File: src/rtl/fetch_pkg.sv
// Shared types and constants for the instruction fetch unit.
package fetch_pkg;

    typedef enum logic [0:0] {
        RUN  = 1'b0,
        HOLD = 1'b1
    } fetch_state_e;

    localparam logic [31:0] INSTR_NOP     = 32'h0000_0013;
    localparam logic [31:0] PC_STEP       = 32'd4;
    localparam logic [31:0] PC_ALIGN_MASK = 32'hFFFF_FFFC;

endpackage

File: src/rtl/fetch_hold_buf.sv
// Skid register for the instruction/PC pair that decode refused while stalled.
module fetch_hold_buf (
    input  logic        i_clk,
    input  logic        i_reset,
    input  logic        i_load,
    input  logic [31:0] i_instr,
    input  logic [31:0] i_pc,
    output logic [31:0] o_instr,
    output logic [31:0] o_pc
);

    // Capture on load; reset clears so a held instruction cannot survive reset.
    always_ff @(posedge i_clk) begin
        if (i_reset) begin
            o_instr <= '0;
            o_pc    <= '0;
        end else if (i_load) begin
            o_instr <= i_instr;
            o_pc    <= i_pc;
        end
    end

endmodule

File: src/rtl/fetch_unit.sv
// Instruction fetch unit: sequential PC generation, one-cycle-latency memory
// response tracking, stall skid via a hold buffer, and redirect handling.
// Optional accept counter on o_fetch_cnt when FETCH_UNIT_PERF_EN is defined.
//
// state | meaning
// RUN   | outputs come straight from the memory response (rsp_vld_q/rsp_pc_q)
// HOLD  | decode stalled on a valid instruction; outputs come from the hold buffer
module fetch_unit
    import fetch_pkg::*;
#(
    parameter logic [31:0] RESET_PC = 32'h0000_0000
) (
    input  logic        i_clk,
    input  logic        i_reset,
    output logic [31:0] o_imem_addr,
    input  logic [31:0] i_imem_rdata,
    input  logic        i_stall,
    input  logic        i_redirect,
    input  logic [31:0] i_redirect_pc,
    output logic        o_valid,
    output logic [31:0] o_instr,
    output logic [31:0] o_pc,
    output logic [31:0] o_pc4
`ifdef FETCH_UNIT_PERF_EN
    ,
    output logic [31:0] o_fetch_cnt
`endif
);

    fetch_state_e state_q, state_d;
    logic [31:0]  pc_q, pc_d;
    logic [31:0]  rsp_pc_q, rsp_pc_d;
    logic         rsp_vld_q, rsp_vld_d;
    logic [31:0]  hold_instr_q, hold_pc_q;
    logic         hold_load;
    logic         valid_raw;
    logic [31:0]  instr_raw;

    assign o_imem_addr = pc_q;
    assign o_pc4       = o_pc + PC_STEP;

    fetch_hold_buf u_hold_buf (
        .i_clk   (i_clk),
        .i_reset (i_reset),
        .i_load  (hold_load),
        .i_instr (o_instr),
        .i_pc    (o_pc),
        .o_instr (hold_instr_q),
        .o_pc    (hold_pc_q)
    );

    // State and PC registers; reset dominates redirect and stall.
    always_ff @(posedge i_clk) begin
        if (i_reset) begin
            state_q   <= RUN;
            pc_q      <= RESET_PC;
            rsp_pc_q  <= '0;
            rsp_vld_q <= 1'b0;
        end else begin
            state_q   <= state_d;
            pc_q      <= pc_d;
            rsp_pc_q  <= rsp_pc_d;
            rsp_vld_q <= rsp_vld_d;
        end
    end

    // Output selection and next-state/PC decisions; redirect outranks stall.
    always_comb begin
        state_d   = state_q;
        pc_d      = pc_q;
        rsp_pc_d  = rsp_pc_q;
        rsp_vld_d = rsp_vld_q;
        hold_load = 1'b0;
        valid_raw = rsp_vld_q;
        instr_raw = i_imem_rdata;
        o_pc      = rsp_pc_q;

        case (state_q)
            RUN: begin
                valid_raw = rsp_vld_q;
                instr_raw = i_imem_rdata;
                o_pc      = rsp_pc_q;
            end
            HOLD: begin
                valid_raw = 1'b1;
                instr_raw = hold_instr_q;
                o_pc      = hold_pc_q;
            end
            default: begin
                valid_raw = 1'b0;
            end
        endcase

        o_valid = valid_raw && !i_redirect;
        o_instr = o_valid ? instr_raw : INSTR_NOP;

        if (i_redirect) begin
            state_d   = RUN;
            pc_d      = i_redirect_pc & PC_ALIGN_MASK;
            rsp_pc_d  = pc_q;
            rsp_vld_d = 1'b0;
        end else begin
            case (state_q)
                RUN: begin
                    rsp_pc_d  = pc_q;
                    rsp_vld_d = 1'b1;
                    if (valid_raw && i_stall) begin
                        // pc_q stays put so its read data is still on the bus when we leave HOLD
                        hold_load = 1'b1;
                        state_d   = HOLD;
                    end else begin
                        pc_d = pc_q + PC_STEP;
                    end
                end
                HOLD: begin
                    if (!i_stall) begin
                        state_d   = RUN;
                        pc_d      = pc_q + PC_STEP;
                        rsp_pc_d  = pc_q;
                        rsp_vld_d = 1'b1;
                    end
                end
                default: begin
                    state_d = RUN;
                end
            endcase
        end
    end

`ifdef FETCH_UNIT_PERF_EN
    logic accept;
    assign accept = o_valid && !i_stall;

    // Count accepted instructions; wraps naturally at 2^32.
    always_ff @(posedge i_clk) begin
        if (i_reset) begin
            o_fetch_cnt <= '0;
        end else if (accept) begin
            o_fetch_cnt <= o_fetch_cnt + 32'd1;
        end
    end
`else
    // No accept counter in this build.
`endif

endmodule
File: config.mk
export PLATFORM = sky130hd
export DESIGN_NAME = fetch_unit
export DESIGN_NICKNAME = d
export VERILOG_FILES = /design/src/rtl/fetch_pkg.sv /design/src/rtl/fetch_hold_buf.sv /design/src/rtl/fetch_unit.sv
export SDC_FILE = /design/constraint.sdc
export NUM_CORES = 1
export LEC_CHECK = 0
export ABC_CLOCK_PERIOD_IN_PS = 3400
export CAP_MARGIN = 20
export CORE_MARGIN = 2
export CORE_UTILIZATION = 43
export CTS_BUF_LIST = sky130_fd_sc_hd__clkbuf_8 sky130_fd_sc_hd__clkbuf_16
export CTS_CLUSTER_SIZE = 14
export DETAILED_ROUTE_END_ITERATION = 12
export PLACE_DENSITY = 0.8
export SLEW_MARGIN = 20
export SYNTH_ARGS = -nofsm -noshare
export SYNTH_HDL_FRONTEND = slang
export SYNTH_SLANG_ARGS = --single-unit
File: constraint.sdc
create_clock -name i_clk -period 3.4 [get_ports i_clk]
set_input_delay 0.51 -clock i_clk [delete_from_list [all_inputs] [get_ports i_clk]]
set_output_delay 0.51 -clock i_clk [all_outputs]
set_load 0.02 [all_outputs]
==> run summary <==
The simple-gate share of the synthesized area is 26.0%. The number of global-route vias before repair is 5949, and the placed cell area is 8580 um^2. The run finished with clean final reports. Cell internal power was estimated by the tool at 2.93 mW. The mean post-synth cell area works out to 7.70 um^2.

Summed over all instances, the cell type with the most area after synthesis is sky130_fd_sc_hd__dfxtp_1. The worst setup path is launched from a flop. The total non-filler cell area in the finished layout was 9290 um^2; the signed area change from the synthesized netlist to the final layout was 44.0%. The leading cell type by number of instances after synthesis is sky130_fd_sc_hd__nand2_1. Power share of the clock group: 45.2%. The worst setup path is captured at a primary output.

For the number of H-tree branching levels, the log shows 4. The mux contribution to synthesized area was 10.4%; the proportion of power drawn by flip-flops and latches was 40.8%. The reported net switching power was 1.00 mW.

The final wirelength is 19.2 mm. The core region is 14600 um^2. The number of design-rule violations left by the first detailed-router iteration is 562, and the count of antenna diodes in the layout is 0. The dominant combinational cell family by area after synthesis is simple AND/OR/NAND/NOR gates. After global routing the overflow that remains totals 0. The tools report the leakage power figure as 3.43 nW.

The count of flip-flops with a built-in enable after synthesis was 0. Synthesis produced 838 cells. Input and output buffers added on the ports amount to 192. The count of different cell masters after synthesis is 49, and the number of hold buffers added after cts is 0.

Entering global routing, the biggest net connects 71 pins. In the final layout, the share of cells above drive strength 1 is 10.4%. Highest ir drop seen on vdd: 0.000344 V. The routed layout has 6462 vias. For the required time reported for the critical path endpoint, the log shows 2.89 ns. The number of antenna violations at the first check in global routing was 0; the data arrival time of the critical path was 2.80 ns.

Once detailed placement completed, the half-perimeter wirelength came to 13.3 mm. For this configuration, the core starts out at a cell density of 44.2%. Of the available clock period, the critical path in the final layout requires 97.4%. The critical path is of the reg2out type. The parity-gate share of the synthesized area counting xor and xnor cells was 6.93%. The transition time of the tightest slew-check pin works out to 0.892 ns. Yosys attributes the largest share of cell area to sky130_fd_sc_hd__dfxtp_1, sky130_fd_sc_hd__nand2_1, sky130_fd_sc_hd__a21oi_1, sky130_fd_sc_hd__mux2i_1, sky130_fd_sc_hd__xnor2_1. By count the netlist is led by sky130_fd_sc_hd__nand2_1, sky130_fd_sc_hd__dfxtp_1, sky130_fd_sc_hd__a21oi_1, sky130_fd_sc_hd__nor2_1, sky130_fd_sc_hd__mux2i_1. In this run, synthesis produced a sequential element count of 126.

In this run the tightest slew margin relative to its limit is 39.7%. The final-report setup violation count was 0. The design draws 3.93 mW. The power density normalized to cell area was 423 nW/um^2. The proportion of total power due to net switching is 25.6%, and the worst hold slack across all endpoints is 0.452 ns.

Once detail routing completed, the nets flagged for antenna violations numbered 0. The logs give 16000 um^2 for the area of the die and 0 for the final hold violation count. Of all nets on the critical path, the largest fanout is 10. The mean routed wirelength per cell is 15.8 um.

In the final design database the tool counted 1090 nets. The logs give 17 for the number of buffers added by the clock tree synthesis step and 1179 for the placed instance count. Measured along the x axis, the die boundary spans 126 um. The clock transition at the registers of the reported paths is 0.05 ns.

Final weighted congestion in routability-driven placement: 0.851. The minimum clock period was 3.31 ns; the logic gate share of total power was 14.0%. For this run, the register share of the synthesized area comes to 39.1%. The die is 126 um tall.

For this run, the number of standard cells in the final layout without fillers is 1217. For the final database, setup skew stands at 0.00727 ns. The floorplan has 44 rows. For this run, the top clock speed supported by timing is 0.302 GHz.

Max-cap violations in this run came to 0. For the worst-skew pair, the clock arrives at the later sink with an insertion delay of 0.41 ns. The kind of path behind the tightest hold check was reg2reg.

Using the TritonRoute via totals, the vias-per-cell ratio works out to 5.31. The clock net in this run drives a total of 126 sinks. The detailed-routing iteration count for the pre-antenna-repair pass was 4. The synthesized design devotes to its leading area cell type 39.1% of total area. In this run the deepest clock path goes through 2 buffers.

TritonCTS built the clock tree. Cells fill 63.7% of the core in the end. 197 I/O pins were placed. In this run the cell area of the synthesized design comes to 6450 um^2. Of all flip-flops after synthesis, the portion carrying an async set or reset was 0%.

The most used flip-flop cell after synthesis is sky130_fd_sc_hd__dfxtp_1. The share of the synthesized area in compound gates (AO/OA/AOI/OAI) was 12.1%; the first-pass GRT wire length was 30.5 mm. The final number of max-transition violations came out at 0. Yosys printed 0 warnings. After detailed routing, the number of remaining DRC violations is 0. Overall routing resource usage: 23.5%. Summing the areas of all fa, ha and maj instances in the mapped netlist gives 0.388% of the synthesized area. The cell chosen for the clock root is sky130_fd_sc_hd__clkbuf_16.
layer usage:
layer	track usage [%]	wire [um]	part of all wire, %	vias up
met1	32.6	8550	45	2975
met5	0	0	0	-
met4	8.79	394	2.1	0
met3	4.47	1270	6.6	33
li1	-	-	-	3202
met2	36.4	9000	47	252
cells by family after synthesis:
| family | count (synthesis) |
|---|---|
| AND/OR/NAND/NOR | 378 |
| AO/OA/AOI/OAI | 138 |
| flip-flops | 126 |
| buffers and inverters | 77 |
| multiplexers | 65 |
| XOR/XNOR | 51 |
| adder cells (fa/ha/maj) | 2 |
| other | 1 |
worst paths after layout:
path,end,startpoint,depth (start not counted),slack (ns)
setup / recovery,o_pc4[21],state_q$_SDFF_PP0_,8,0.09
hold reg to reg,u_hold_buf.o_instr[6]$_SDFFE_PP0P_,u_hold_buf.o_instr[6]$_SDFFE_PP0P_,2,0.45
hold / removal,u_hold_buf.o_instr[6]$_SDFFE_PP0P_,u_hold_buf.o_instr[6]$_SDFFE_PP0P_,2,0.45
setup reg to reg,o_imem_addr[28]$_SDFFE_PP0P_,state_q$_SDFF_PP0_,7,1.08
registers in the layout (all words and copies together) (netlist names):
signal and flops:
u_hold_buf.o_instr 32, u_hold_buf.o_pc 32, o_imem_addr 30, rsp_pc_q 30, rsp_vld_q 1, state_q 1
area by class of cell:
class                      instances  area (um^2)
fill                            1236         5300
clock inverter                    12          119
timing repair buffer             222         2180
multi-input combinational        636         3700
tap                              184          230
sequential                       126         2530
clock buffer                      20          467
inverter                          17         63.8
power groups by stage:
| stage | logic, mW | registers [mW] | clock network, mW |
|---|---|---|---|
| detailed placement | 0.549 | 1.63 | 0 |
| CTS | 0.550 | 1.60 | 1.80 |
| floorplan | 0.259 | 1.64 | 0 |
| finish | 0.548 | 1.61 | 1.78 |
| global placement | 0.543 | 1.63 | 0 |
| global route | 0.589 | 1.61 | 1.87 |
layout by cell type (no fill, tap or decap), types with 6 or more instances in the layout:
cell	count
sky130_fd_sc_hd__xnor2_1	33
sky130_fd_sc_hd__mux2_2	17
sky130_fd_sc_hd__nor2_1	72
sky130_fd_sc_hd__dfxtp_1	125
sky130_fd_sc_hd__inv_1	17
sky130_fd_sc_hd__a21oi_1	96
sky130_fd_sc_hd__clkdlybuf4s50_1	176
sky130_fd_sc_hd__nor3_1	10
sky130_fd_sc_hd__nand2_1	215
sky130_fd_sc_hd__buf_4	27
sky130_fd_sc_hd__clkbuf_16	17
sky130_fd_sc_hd__xor2_1	18
sky130_fd_sc_hd__dlygate4sd2_1	9
sky130_fd_sc_hd__nand4_1	13
sky130_fd_sc_hd__o21ai_0	6
sky130_fd_sc_hd__mux2i_1	47
sky130_fd_sc_hd__nand3_1	20
sky130_fd_sc_hd__a211oi_1	20
critical path, cell delays in order (launching register included):
cell and delay [ns]:
sky130_fd_sc_hd__dfxtp_4 0.40, sky130_fd_sc_hd__buf_4 0.17, sky130_fd_sc_hd__nand3b_1 0.20, sky130_fd_sc_hd__a22oi_2 0.26, sky130_fd_sc_hd__buf_4 0.18, sky130_fd_sc_hd__and2_1 0.25, sky130_fd_sc_hd__nand4_1 0.14, sky130_fd_sc_hd__xnor2_1 0.16
sky130_fd_sc_hd__clkdlybuf4s50_1 0.63
what timing repair did:
action,in CTS,in global routing
setup buffers,5,1
pin swaps,1,1
setup endpoints to repair,19,11
resized for setup,21,12
cloned,0,0
through the flow:
stage	worst slack, ns	TNS [ns]
floorplan	0.0138	0
global placement	0.132	0
detailed placement	0.108	0
CTS	-0.0349	-0.0349
global route	-0.0225	-0.0290
finish	0.0875	0
Note: power is estimated with default switching activity, not from simulation.
